`config.mk`:
```
export PLATFORM = sky130hd
export DESIGN_NAME = mvau_weight_gen
export DESIGN_NICKNAME = d
export VERILOG_FILES = /design/src/rtl/mvau_wgen_pkg.sv /design/src/rtl/mvau_wgen_skid.sv /design/src/rtl/mvau_weight_gen.sv
export SDC_FILE = /design/constraint.sdc
export NUM_CORES = 1
export LEC_CHECK = 0
export ABC_AREA = 0
export BUFFER_PORTS_ARGS = -buffer_cell sky130_fd_sc_hd__buf_2
export CAP_MARGIN = 20
export CORE_MARGIN = 10
export CORE_UTILIZATION = 49
export CTS_CLUSTER_SIZE = 12
export DETAILED_ROUTE_END_ITERATION = 8
export GPL_TIMING_DRIVEN = 0
export PLACE_DENSITY = 0.8
export SLEW_MARGIN = 20
export SYNTH_ARGS = -nofsm -noshare
export SYNTH_HDL_FRONTEND = slang
export SYNTH_SLANG_ARGS = --single-unit
```
`constraint.sdc`:
```
create_clock -name aclk -period 2.7 [get_ports aclk]
set_input_delay 0.54 -clock aclk [delete_from_list [all_inputs] [get_ports aclk]]
set_output_delay 0.54 -clock aclk [all_outputs]
set_load 0.05 [all_outputs]
```
`src/rtl/mvau_wgen_pkg.sv`:
```
// Shared types and constants for the MVAU weight fetch sequencer.
package mvau_wgen_pkg;

    typedef enum logic [1:0] {IDLE, RUN, DRAIN} wgen_state_t;

    localparam int WGEN_BUF_DEPTH = 2;
    localparam int WGEN_OCC_BW    = $clog2(WGEN_BUF_DEPTH + 1);

endpackage

```
`src/rtl/mvau_wgen_skid.sv`:
```
// Small credit buffer holding captured weight words until the compute stage accepts them.
module mvau_wgen_skid
    import mvau_wgen_pkg::*;
#(
    parameter int W = 4
) (
    input  logic                   clk,
    input  logic                   rst_n,
    input  logic                   push,
    input  logic [W-1:0]           push_data,
    input  logic                   pop,
    output logic [W-1:0]           head_data,
    output logic [WGEN_OCC_BW-1:0] occ
);
    localparam int PTR_BW = (WGEN_BUF_DEPTH > 1) ? $clog2(WGEN_BUF_DEPTH) : 1;
    localparam logic [PTR_BW-1:0]      PTR_LAST = PTR_BW'(WGEN_BUF_DEPTH - 1);
    localparam logic [WGEN_OCC_BW-1:0] OCC_FULL = WGEN_OCC_BW'(WGEN_BUF_DEPTH);

    logic [W-1:0]           mem_q [WGEN_BUF_DEPTH];
    logic [W-1:0]           mem_d [WGEN_BUF_DEPTH];
    logic [PTR_BW-1:0]      wr_q, wr_d, rd_q, rd_d;
    logic [WGEN_OCC_BW-1:0] occ_q, occ_d;
    logic                   do_push, do_pop;

    // A push into a full buffer is accepted when the head leaves in the same cycle.
    always_comb begin
        do_pop  = pop && (occ_q != '0);
        do_push = push && ((occ_q != OCC_FULL) || do_pop);
        mem_d   = mem_q;
        wr_d    = wr_q;
        rd_d    = rd_q;
        if (do_push) begin
            mem_d[wr_q] = push_data;
            wr_d        = (wr_q == PTR_LAST) ? '0 : wr_q + PTR_BW'(1);
        end
        if (do_pop) begin
            rd_d = (rd_q == PTR_LAST) ? '0 : rd_q + PTR_BW'(1);
        end
        occ_d = occ_q + WGEN_OCC_BW'(do_push) - WGEN_OCC_BW'(do_pop);
    end

    always_ff @(posedge clk or negedge rst_n) begin
        if (!rst_n) begin
            for (int i = 0; i < WGEN_BUF_DEPTH; i++) mem_q[i] <= '0;
            wr_q  <= '0;
            rd_q  <= '0;
            occ_q <= '0;
        end else begin
            mem_q <= mem_d;
            wr_q  <= wr_d;
            rd_q  <= rd_d;
            occ_q <= occ_d;
        end
    end

    assign head_data = mem_q[rd_q];
    assign occ       = occ_q;

endmodule

```
`src/rtl/mvau_weight_gen.sv`:
```
// Weight fetch sequencer: walks the weight memory, absorbs its read latency and
// streams SIMD*TW words with synapse-fold / tile-end markers under valid/ready.
module mvau_weight_gen
    import mvau_wgen_pkg::*;
#(
    parameter int SIMD         = 2,
    parameter int TW           = 1,
    parameter int SF           = 2,
    parameter int WMEM_DEPTH   = 4,
    parameter int WMEM_ADDR_BW = 4
) (
    input  logic                    aclk,
    input  logic                    aresetn,
    input  logic                    wgen_en,
    input  logic                    wgen_clr,
    output logic [WMEM_ADDR_BW-1:0] wmem_addr,
    input  logic [SIMD*TW-1:0]      wmem_in,
    output logic                    wstream_v,
    input  logic                    wstream_rdy,
    output logic [SIMD*TW-1:0]      wstream_data,
    output logic                    wstream_sf_last,
    output logic                    wstream_last
);
    localparam int DW    = SIMD * TW;
    localparam int PW    = DW + 2;
    localparam int SF_BW = (SF > 1) ? $clog2(SF) : 1;
    localparam int CR_BW = WGEN_OCC_BW + 1;
    localparam logic [WMEM_ADDR_BW-1:0] ADDR_LAST = WMEM_ADDR_BW'(WMEM_DEPTH - 1);
    localparam logic [SF_BW-1:0]        SF_LAST   = SF_BW'(SF - 1);

    if (WMEM_DEPTH % SF != 0) begin : g_bad_depth
        $error("mvau_weight_gen: WMEM_DEPTH must be a multiple of SF");
    end
    if ((2 ** WMEM_ADDR_BW) < WMEM_DEPTH) begin : g_bad_addr_bw
        $error("mvau_weight_gen: WMEM_ADDR_BW too narrow for WMEM_DEPTH");
    end

    typedef struct packed {
        logic sf_last;
        logic last;
    } wtag_t;

    typedef struct packed {
        logic [DW-1:0] data;
        logic          sf_last;
        logic          last;
    } wword_t;

    wgen_state_t            state_q, state_d;
    logic [WMEM_ADDR_BW-1:0] addr_q, addr_d;
    logic [SF_BW-1:0]       sf_q, sf_d;
    logic                   rd_pend_q, rd_pend_d;
    wtag_t                  tag_q, tag_d;

    logic [WGEN_OCC_BW-1:0] occ;
    logic [CR_BW-1:0]       credit;
    logic                   pop, issue;
    wword_t                 head, push_word;

    assign wstream_v = (occ != '0);
    assign pop       = wstream_v && wstream_rdy;

    // Credits count buffered words plus the read in flight, net of this cycle's pop,
    // so a read is only launched when its data is guaranteed a slot on arrival.
    always_comb begin
        credit    = CR_BW'(occ) + CR_BW'(rd_pend_q) - CR_BW'(pop);
        issue     = (state_q == RUN) && (credit < CR_BW'(WGEN_BUF_DEPTH));
        state_d   = state_q;
        addr_d    = addr_q;
        sf_d      = sf_q;
        tag_d     = tag_q;
        rd_pend_d = issue;

        case (state_q)
            IDLE:    if (wgen_en) state_d = RUN;
            RUN:     if (!wgen_en) state_d = DRAIN;
            DRAIN: begin
                if (wgen_en)                          state_d = RUN;
                else if (!rd_pend_q && occ == '0)     state_d = IDLE;
            end
            default: state_d = IDLE;
        endcase

        if (issue) begin
            tag_d.sf_last = (sf_q == SF_LAST);
            tag_d.last    = (addr_q == ADDR_LAST);
            addr_d        = (addr_q == ADDR_LAST) ? '0 : addr_q + WMEM_ADDR_BW'(1);
            sf_d          = (sf_q == SF_LAST) ? '0 : sf_q + SF_BW'(1);
        end else if (state_q == IDLE && wgen_clr) begin
            addr_d = '0;
            sf_d   = '0;
        end
    end

    always_ff @(posedge aclk or negedge aresetn) begin
        if (!aresetn) begin
            state_q   <= IDLE;
            addr_q    <= '0;
            sf_q      <= '0;
            rd_pend_q <= 1'b0;
            tag_q     <= '0;
        end else begin
            state_q   <= state_d;
            addr_q    <= addr_d;
            sf_q      <= sf_d;
            rd_pend_q <= rd_pend_d;
            tag_q     <= tag_d;
        end
    end

    assign push_word = '{data: wmem_in, sf_last: tag_q.sf_last, last: tag_q.last};

    mvau_wgen_skid #(
        .W (PW)
    ) u_skid (
        .clk       (aclk),
        .rst_n     (aresetn),
        .push      (rd_pend_q),
        .push_data (push_word),
        .pop       (pop),
        .head_data (head),
        .occ       (occ)
    );

    assign wmem_addr       = addr_q;
    assign wstream_data    = head.data;
    assign wstream_sf_last = head.sf_last;
    assign wstream_last    = head.last;

endmodule

```
After elaboration in Yosys (flattened, before gate mapping). Index checks and enable logic that the tools add are counted.

Bitwise logic cells: 2. Add/sub/neg operators: 8. Reduce and logical (&&, ||, !) cells: 14. $lt $le $gt $ge: 4. Mux-type cells: 19. Eq/ne operators: 7.

Operators by type and width (number): $mux 4 (7); $bwmux 8 (1); $mux 2 (4); $logic_and 1x1->1 (7); $ne 2x2->1 const B (3); $pmux 2 s3 (1); $mux 1 (5); $add 4x1->4 const B (1); $demux 4 s1 (1); $eq 4x2->1 const B (1); $ge 2x2->1 const B (2); $logic_not 2->1 (2); $not 1->2 (2); $reduce_bool 2->1 (2); $add 1x1->1 const B (3); $add 2x1->3 (1); $lt 3x2->1 const B (1); $ne 3x3->1 const B (1); $reduce_and 3->1 (1); $sub 3x1->3 (1); $add 2x1->2 (1); $eq 2x1->1 const B (1); $eq 2x2->1 const B (1); $lt 2x1->1 const B (1); 3 further kinds (3).

Flip-flop bits (word level): 22. Output and inout bits: 9. Bits of input ports: 7.

Logic depth before layout (Yosys ltp). Gate-level depths: netlist of the first run.

Word-level depth: 7. Mapped depth: 9. Depth with buffers taken out: 9.

Modules after synthesis. A second synthesis of the first run with hierarchy kept.

Cell total of the unflattened synthesis: 79. Area total of the unflattened synthesis: 1087.3 µm².

By module, submodules not included: mvau_wgen_skid (area an instance 551.8 µm², seq. area each 300.3 µm², times used 1, cells each 37); mvau_weight_gen (area an instance 535.5 µm², seq. area each 250.2 µm², times used 1, cells each 42).

Least setup slack after synthesis of the first run. No wires, ideal clock.

Path type: register to register. Start: reg u_skid.occ_q[1] (netlist: u_skid.occ[1]). End: reg tag_q, in the netlist push_word[0]. Clock period less this slack: 2.804 ns. Arrival time: 2.679 ns. Setup time: 0.125 ns. Setup slack: -0.104 ns. Required time: 2.575 ns. Stages on the path, launching flop included: 10. Path through: dfrtp_1 > or2_2 > and2_1 > ha_1 > inv_1 > nand2_1 > fa_1 > nand3b_1 > nor2_2 > mux2_2.

Cells in the longest elaborated chain, start to end: 5.

RTL lines: from (decl) (line mvau_wgen_skid.sv:22) `logic [WGEN_OCC_BW-1:0] occ_q, occ_d;`; from (signal assigned) (line mvau_wgen_skid.sv:47) `occ_q <= '0;`; from (signal assigned) (line mvau_wgen_skid.sv:52) `occ_q <= occ_d;`; $reduce_bool 2->1 (line mvau_weight_gen.sv:60) `assign wstream_v = (occ != '0);`; via wstream_v (line mvau_weight_gen.sv:18) `output logic wstream_v,`; $logic_and 1x1->1 (line mvau_weight_gen.sv:61) `assign pop = wstream_v && wstream_rdy;`; $sub 3x1->3 (line mvau_weight_gen.sv:66) `credit = CR_BW'(occ) + CR_BW'(rd_pend_q) - CR_BW'(pop);`; $lt 3x2->1 (line mvau_weight_gen.sv:67) `issue = (state_q == RUN) && (credit < CR_BW'(WGEN_BUF_DEPTH));`; $logic_and 1x1->1 (line mvau_weight_gen.sv:67); via issue (line mvau_weight_gen.sv:57) `logic pop, issue;`; to (signal assigned) (line mvau_weight_gen.sv:107) `tag_q <= tag_d;`; to (decl) (line mvau_weight_gen.sv:53) `wtag_t tag_q, tag_d;`.

The timed path passes the listed nets, and every way through them passes these cells. A chain may end at the register's enable or synchronous reset.

Worst setup path in the final report of the first run.
Start: reg u_skid.occ_q[1] (netlist: u_skid.occ[1]). End: reg addr_q[2] (netlist: wmem_addr[2]).

Cells in the longest elaborated chain, start to end: 6.

RTL lines: parallel branches: the longest is 2 deep, another holds $add 2x1->3; $sub 3x1->3 * (line mvau_weight_gen.sv:66); $lt 3x2->1 * (line mvau_weight_gen.sv:67); $logic_and 1x1->1 * (line mvau_weight_gen.sv:67); $mux 4 / $reduce_bool 2->1 (equally long branches); to (signal assigned) (line mvau_weight_gen.sv:104) `addr_q <= addr_d;`; to (decl) (line mvau_weight_gen.sv:50) `logic [WMEM_ADDR_BW-1:0] addr_q, addr_d;`.

Mark *: on every way between the ends.

==> run metrics, run 1 <==
status completed; layout cells sized above 1 0.500; Most used DFF post-synth dfrtp_1; GRT overflow 0; register area share after synthesis 0.524; post-synth net total 90; clk slew on worst S/H paths 130 ps; maximum capacitance violations 0; Post-synth EDFFs 0; period utilization 0.978; antenna cells 0; Hold Slack 177 ps; ranking of synthesized cells by instance count dfrtp_1 (22), mux2_2 (15), ha_1 (4), inv_1 (4); critical path arrival around 2800 ps; first-pass detailed-route iteration total 2; first-pass GRT wire length 3190 µm; Setup TNS 0 ps; RD Place Congestion 0.692; Final Critical Period 2640 ps; Skew-Pair Late Insertion Delay 300 ps; Starting Density 0.524; cells along the critical path or2_4 > and2_4 > ha_1 > inv_2 > nand2_2 > fa_2 > nand3b_1 > a2bb2oi_4 > a221o_1; HPWL after detailed placement roughly 1300 µm; Mean Syn Cell Area 13.5 µm²; vias in the first global route about 710; Vias/cell between 5 and 6; Synth Cell Area approximately 1000 µm²; Vias between 600 and 700; Max Buffers Root-to-Sink 2; Max FO, Critical Path 5; Core Area about 2000 µm²; FMAX 0.379 GHz; yosys warns 0; Die ar. 4390 µm²; final instance area about 1300 µm²; initial antenna violation count 0; final setup violation count 0; CTS tree built; Final ANT Viol Nets 0; area leader, netlist dfrtp_1; synthesized flop and latch total 22; CP max stage cell fa_2; Buf/Inv on CP 1; routed length per instance roughly 15 µm; Critical Path Start Type register; overall routing resource usage 0.0917; largest net degree at the start of global routing 23; Rows 16; final slew viol count 0; most common cell in the netlist dfrtp_1; placed cell area 1170 µm²; Die Height 66.3 µm; routed wire length between 1500 and 2000 µm; Power Density between 1000 and 1500 nW/µm²; Layout Nets 115; htree depth 1; Setup CP Type reg2reg; critical path's top delay family adder cells; VDD IR-drop max 0.755 mV; ys async rst share 1.00; CTS root buffer clkbuf_4; Synth area leaders dfrtp_1 (52%), mux2_2 (16%), ha_1 (4.8%); Setup Skew between 2 and 3 ps; Yosys top cell area share 0.524; Tightest Pin Transition 488 ps; DR DRC count 0; overall die width 66.3 µm; count of cell types in the netlist 26; Pleak around 0.63 nW; HP Class in2async; CP endpoint kind register; synth-to-layout area growth 24.0%; Pwr Total between 1.5 and 2 mW; number of I/O pins 16; Port Buffer Count 15; cts bufs inserted 3; Iter 0 DRT Violations 27; CP Data Required Time between 2000 and 3000 ps; Place WS 6.02 ps; setup ws final just under 60 ps; CTS sink cnt 22; final hold vios 0; crit-path max cell delay 520 ps; Mapped Cells approximately 80; worst rel slew slack 0.675
[layout by cell type (no fill, tap or decap), drive strengths merged, types with 2 or more instances in the layout]
master / synthesis / layout
dfrtp: 22 / 22
buf: 0 / 20
mux2: 15 / 15
ha: 4 / 4
inv: 4 / 4
xor2: 4 / 4
nor2b: 3 / 3
nand3b: 3 / 3
clkbuf: 0 / 3
nor3b: 3 / 3
nor2: 3 / 3
a221o: 2 / 2
a22o: 2 / 2
and2: 2 / 2
[power by group]
| group | switching (mW) | leakage (nW) | internal (mW) |
|---|---|---|---|
| Combinational | 0.462 | 0.318 | 0.379 |
| Clock | 0.101 | 0.0279 | 0.150 |
| Sequential | 0.0953 | 0.282 | 0.447 |
| Total | 0.658 | 0.628 | 0.976 |
[logic make-up (layout without fill, tap and decap cells)]
logic type	after synthesis	after routing	synth area share
flops	22	22	0.524
simple gates	20	20	0.126
mux	15	15	0.161
compound gates	8	8	0.0667
fa+ha+maj	5	5	0.0667
xor+xnor	4	4	0.0405
buf+inv	4	28	0.0143
[routing by layer]
metal / global-route usage / share of wire
met1: 0.107 / 0.45
met2: 0.152 / 0.49
met3: 0.0271 / 0.053
met4: 0.0393 / 0.0066
met5: 0 / 0
[state kept, by name (all words and copies together) (netlist names)]
register,count
u_skid.rd_q,1
rd_pend_q,1
wmem_addr,4
sf_q,1
u_skid.wr_q,1
u_skid.mem_q,8
u_skid.occ,2
push_word,2
state_q,2
[stage by stage]
stage,instances,utilization
after floorplan,78,-
after global placement,120,0.583
after detailed placement,120,0.583
after CTS,126,0.616
after global routing,129,0.650
final,129,0.650
[timing repair]
item | CTS | global route
setup buffers | 2 | 3
pin swaps | 1 | 5
hold buffers | 0 | 0
setup endpoints to repair | 2 | 6
gates resized for setup | 0 | 10
cloned | 0 | 0
[final cells by class]
type / count / area, µm²
clock buffers: 3 / 22.5
clock inverters: 1 / 30.0
fillers: 165 / 701
inverters: 4 / 15.0
multi-input cells: 52 / 536
flip-flops and latches: 22 / 552
well taps: 27 / 33.8
repair buffers: 20 / 113
[path summary, 6_finish.rpt]
path | slack [ps] | startpoint | to | cells after the start
max | 60 | u_skid.occ[1] | wmem_addr[2] | 9
min | 180 | aresetn | wmem_addr[0] | 1
max reg2reg | 60 | u_skid.occ[1] | wmem_addr[2] | 9
min reg2reg | 520 | u_skid.wr_q | u_skid.wr_q | 1
max in group asynchronous | 2170 | aresetn | u_skid.occ[1] | 1
min in group aclk | 380 | wgen_en | state_q[1] | 2
(Power assumes the default switching activity.)
==> inputs of run 2 (changes only) <==
--- a/config.mk
+++ b/config.mk
@@ -13,7 +13,7 @@
 export CTS_CLUSTER_SIZE = 12
 export DETAILED_ROUTE_END_ITERATION = 8
 export GPL_TIMING_DRIVEN = 0
-export PLACE_DENSITY = 0.8
+export PLACE_DENSITY_LB_ADDON = 0.05
 export SLEW_MARGIN = 20
 export SYNTH_ARGS = -nofsm -noshare
 export SYNTH_HDL_FRONTEND = slang
==> run 2 against run 1 <==
Flip-flop and latch count is the same; utilization down 0.56 points; maximum frequency about the same; register-to-register slack barely moved; largest cell class unchanged; final cell count rose by 1.6%; highest routed layer unchanged; critical endpoint unchanged; worst setup slack better by 2.2 ps; combinational power grew 2%; global-route usage hardly changed.
==> run metrics, run 2 (synthesis gave the netlist of run 1 again) <==
Routed met3 length between 100 and 150 µm; Max FO, Critical Path 5; Final Critical Period ~2600 ps; Rows 16; status completed; CTS tree built; GRT overflow 0; critical path's top delay family adder cells; dpl cells 120; final setup violation count 0; vias in the first global route about 650; initial antenna violation count 0; most common cell after layout, fill and taps aside dfrtp_1; worst rel slew slack 0.679; met1 wire length 800 µm; met2 wire length slightly below 900 µm; overall die width approximately 66 µm; final hold vios 0; crit-path max cell delay around 520 ps; overall routing resource usage 0.0913; HPWL after detailed placement 1310 µm; period utilization 0.977; Starting Density 0.524; DR DRC count 0; FF-to-FF path depth 9; placed cell area 1170 µm²; RD Place Congestion ~0.7; Power Density about 1200 nW/µm²; Iter 0 DRT Violations 29; R2R setup slack slightly above 60 ps; largest net degree at the start of global routing 23; CTS root buffer clkbuf_4; FMAX roughly 0.38 GHz; first-pass GRT wire length between 3000 and 4000 µm; Final Instance Count excl. Fillers about 130; cells along the critical path or2_4 > and2_4 > ha_1 > inv_2 > nand2_1 > fa_2 > nand3b_1 > a2bb2oi_4 > a221o_1; Buf/Inv on CP 1; synth-to-layout area growth 22.9%; crit path from u_skid.occ[0]; final instance area about 1300 µm²; htree depth 1; CP endpoint kind register; Largest Register u_skid.mem_q; max reg flops 8; VDD IR-drop max 0.809 mV; CP max stage cell fa_2; routed length per instance about 14 µm; CTS sink cnt 22; Die Height between 60 and 70 µm; reg-to-reg startpoint u_skid.occ[0]; Pleak about 0.62 nW; HP Class in2async; maximum capacitance violations 0; cts bufs inserted 3; Skew-Pair Late Insertion Delay 300 ps; routed wire length ~1900 µm; Setup Skew around 1.7 ps; Layout Nets ~120; antenna cells 0; final slew viol count 0; critical path arrival between 2000 and 3000 ps; DR top layer met4; Critical Path Start Type register; Final ANT Viol Nets 0; Core Area around 2000 µm²; CP Data Required Time slightly below 3000 ps; Max Buffers Root-to-Sink 2; Vias between 600 and 700; Port Buffer Count 15; Setup CP Type reg2reg; clk slew on worst S/H paths 110 ps; layout cells sized above 1 0.500; hold_buf cts 0; FF-to-FF End wmem_addr[2]; Tightest Pin Transition between 400 and 500 ps; Die ar. roughly 4400 µm²; number of I/O pins 16; first-pass detailed-route iteration total 4; Vias/cell ~5.3; most frequent cells in the layout dfrtp_1 (21), mux2_2 (15), buf_2 (15)
run 2: changes by cell type in the layout (fill, tap and decap cells not counted), sizes merged:
cell	change
buf	+2
bufinv	-1
clkbuf	+1
run 2: final cells by class:
cell class	count	area, µm²
clock buffer	4	36.3
multi-input combinational	52	526
tap	27	33.8
sequential	22	552
inverter	4	15.0
timing repair buffer	22	128
fill	165	712
run 2: worst max-delay path by stage:
| stage | endpoint | slack, ps | cells past startpoint |
|---|---|---|---|
| finish | wmem_addr[2] | 60 | 9 |
| global route | wmem_addr[2] | -70 | 9 |
| CTS | wmem_addr[2] | 7 | 10 |
| detailed placement | push_word[1] | -9 | 9 |
| global placement | push_word[1] | 3 | 9 |
| floorplan | push_word[0] | 60 | 9 |
run 2: layer usage:
metal  vias up  GRT usage
met2        11      0.133
met3         4     0.0475
met4         0     0.0471
met1       353      0.106
li1        331          -
met5         -          0
run 2: metrics by stage:
stage                     hold slack, ps   util  total power, mW  setup TNS [ps]  setup slack (ps)
after CTS                            179  0.604             1.43               0              7.27
after detailed placement             492  0.583             1.24           -10.1             -8.75
after floorplan                      244      -             1.10               0              60.6
after global placement               482  0.583             1.22               0              3.21
final                                176  0.644             1.57               0              61.7
after global routing                 190  0.644             1.69            -125             -71.6
run 2: power breakdown:
group	internal [mW]	switching (mW)
sequential	0.447	0.0871
clock	0.0824	0.0923
combinational	0.395	0.464
total	0.925	0.643
run 2: repair_timing:
action                                  CTS  global route
setup buffers                             1             6
gates resized for setup                   0             7
endpoints found under the setup margin    2             7
pin swaps                                 1             2
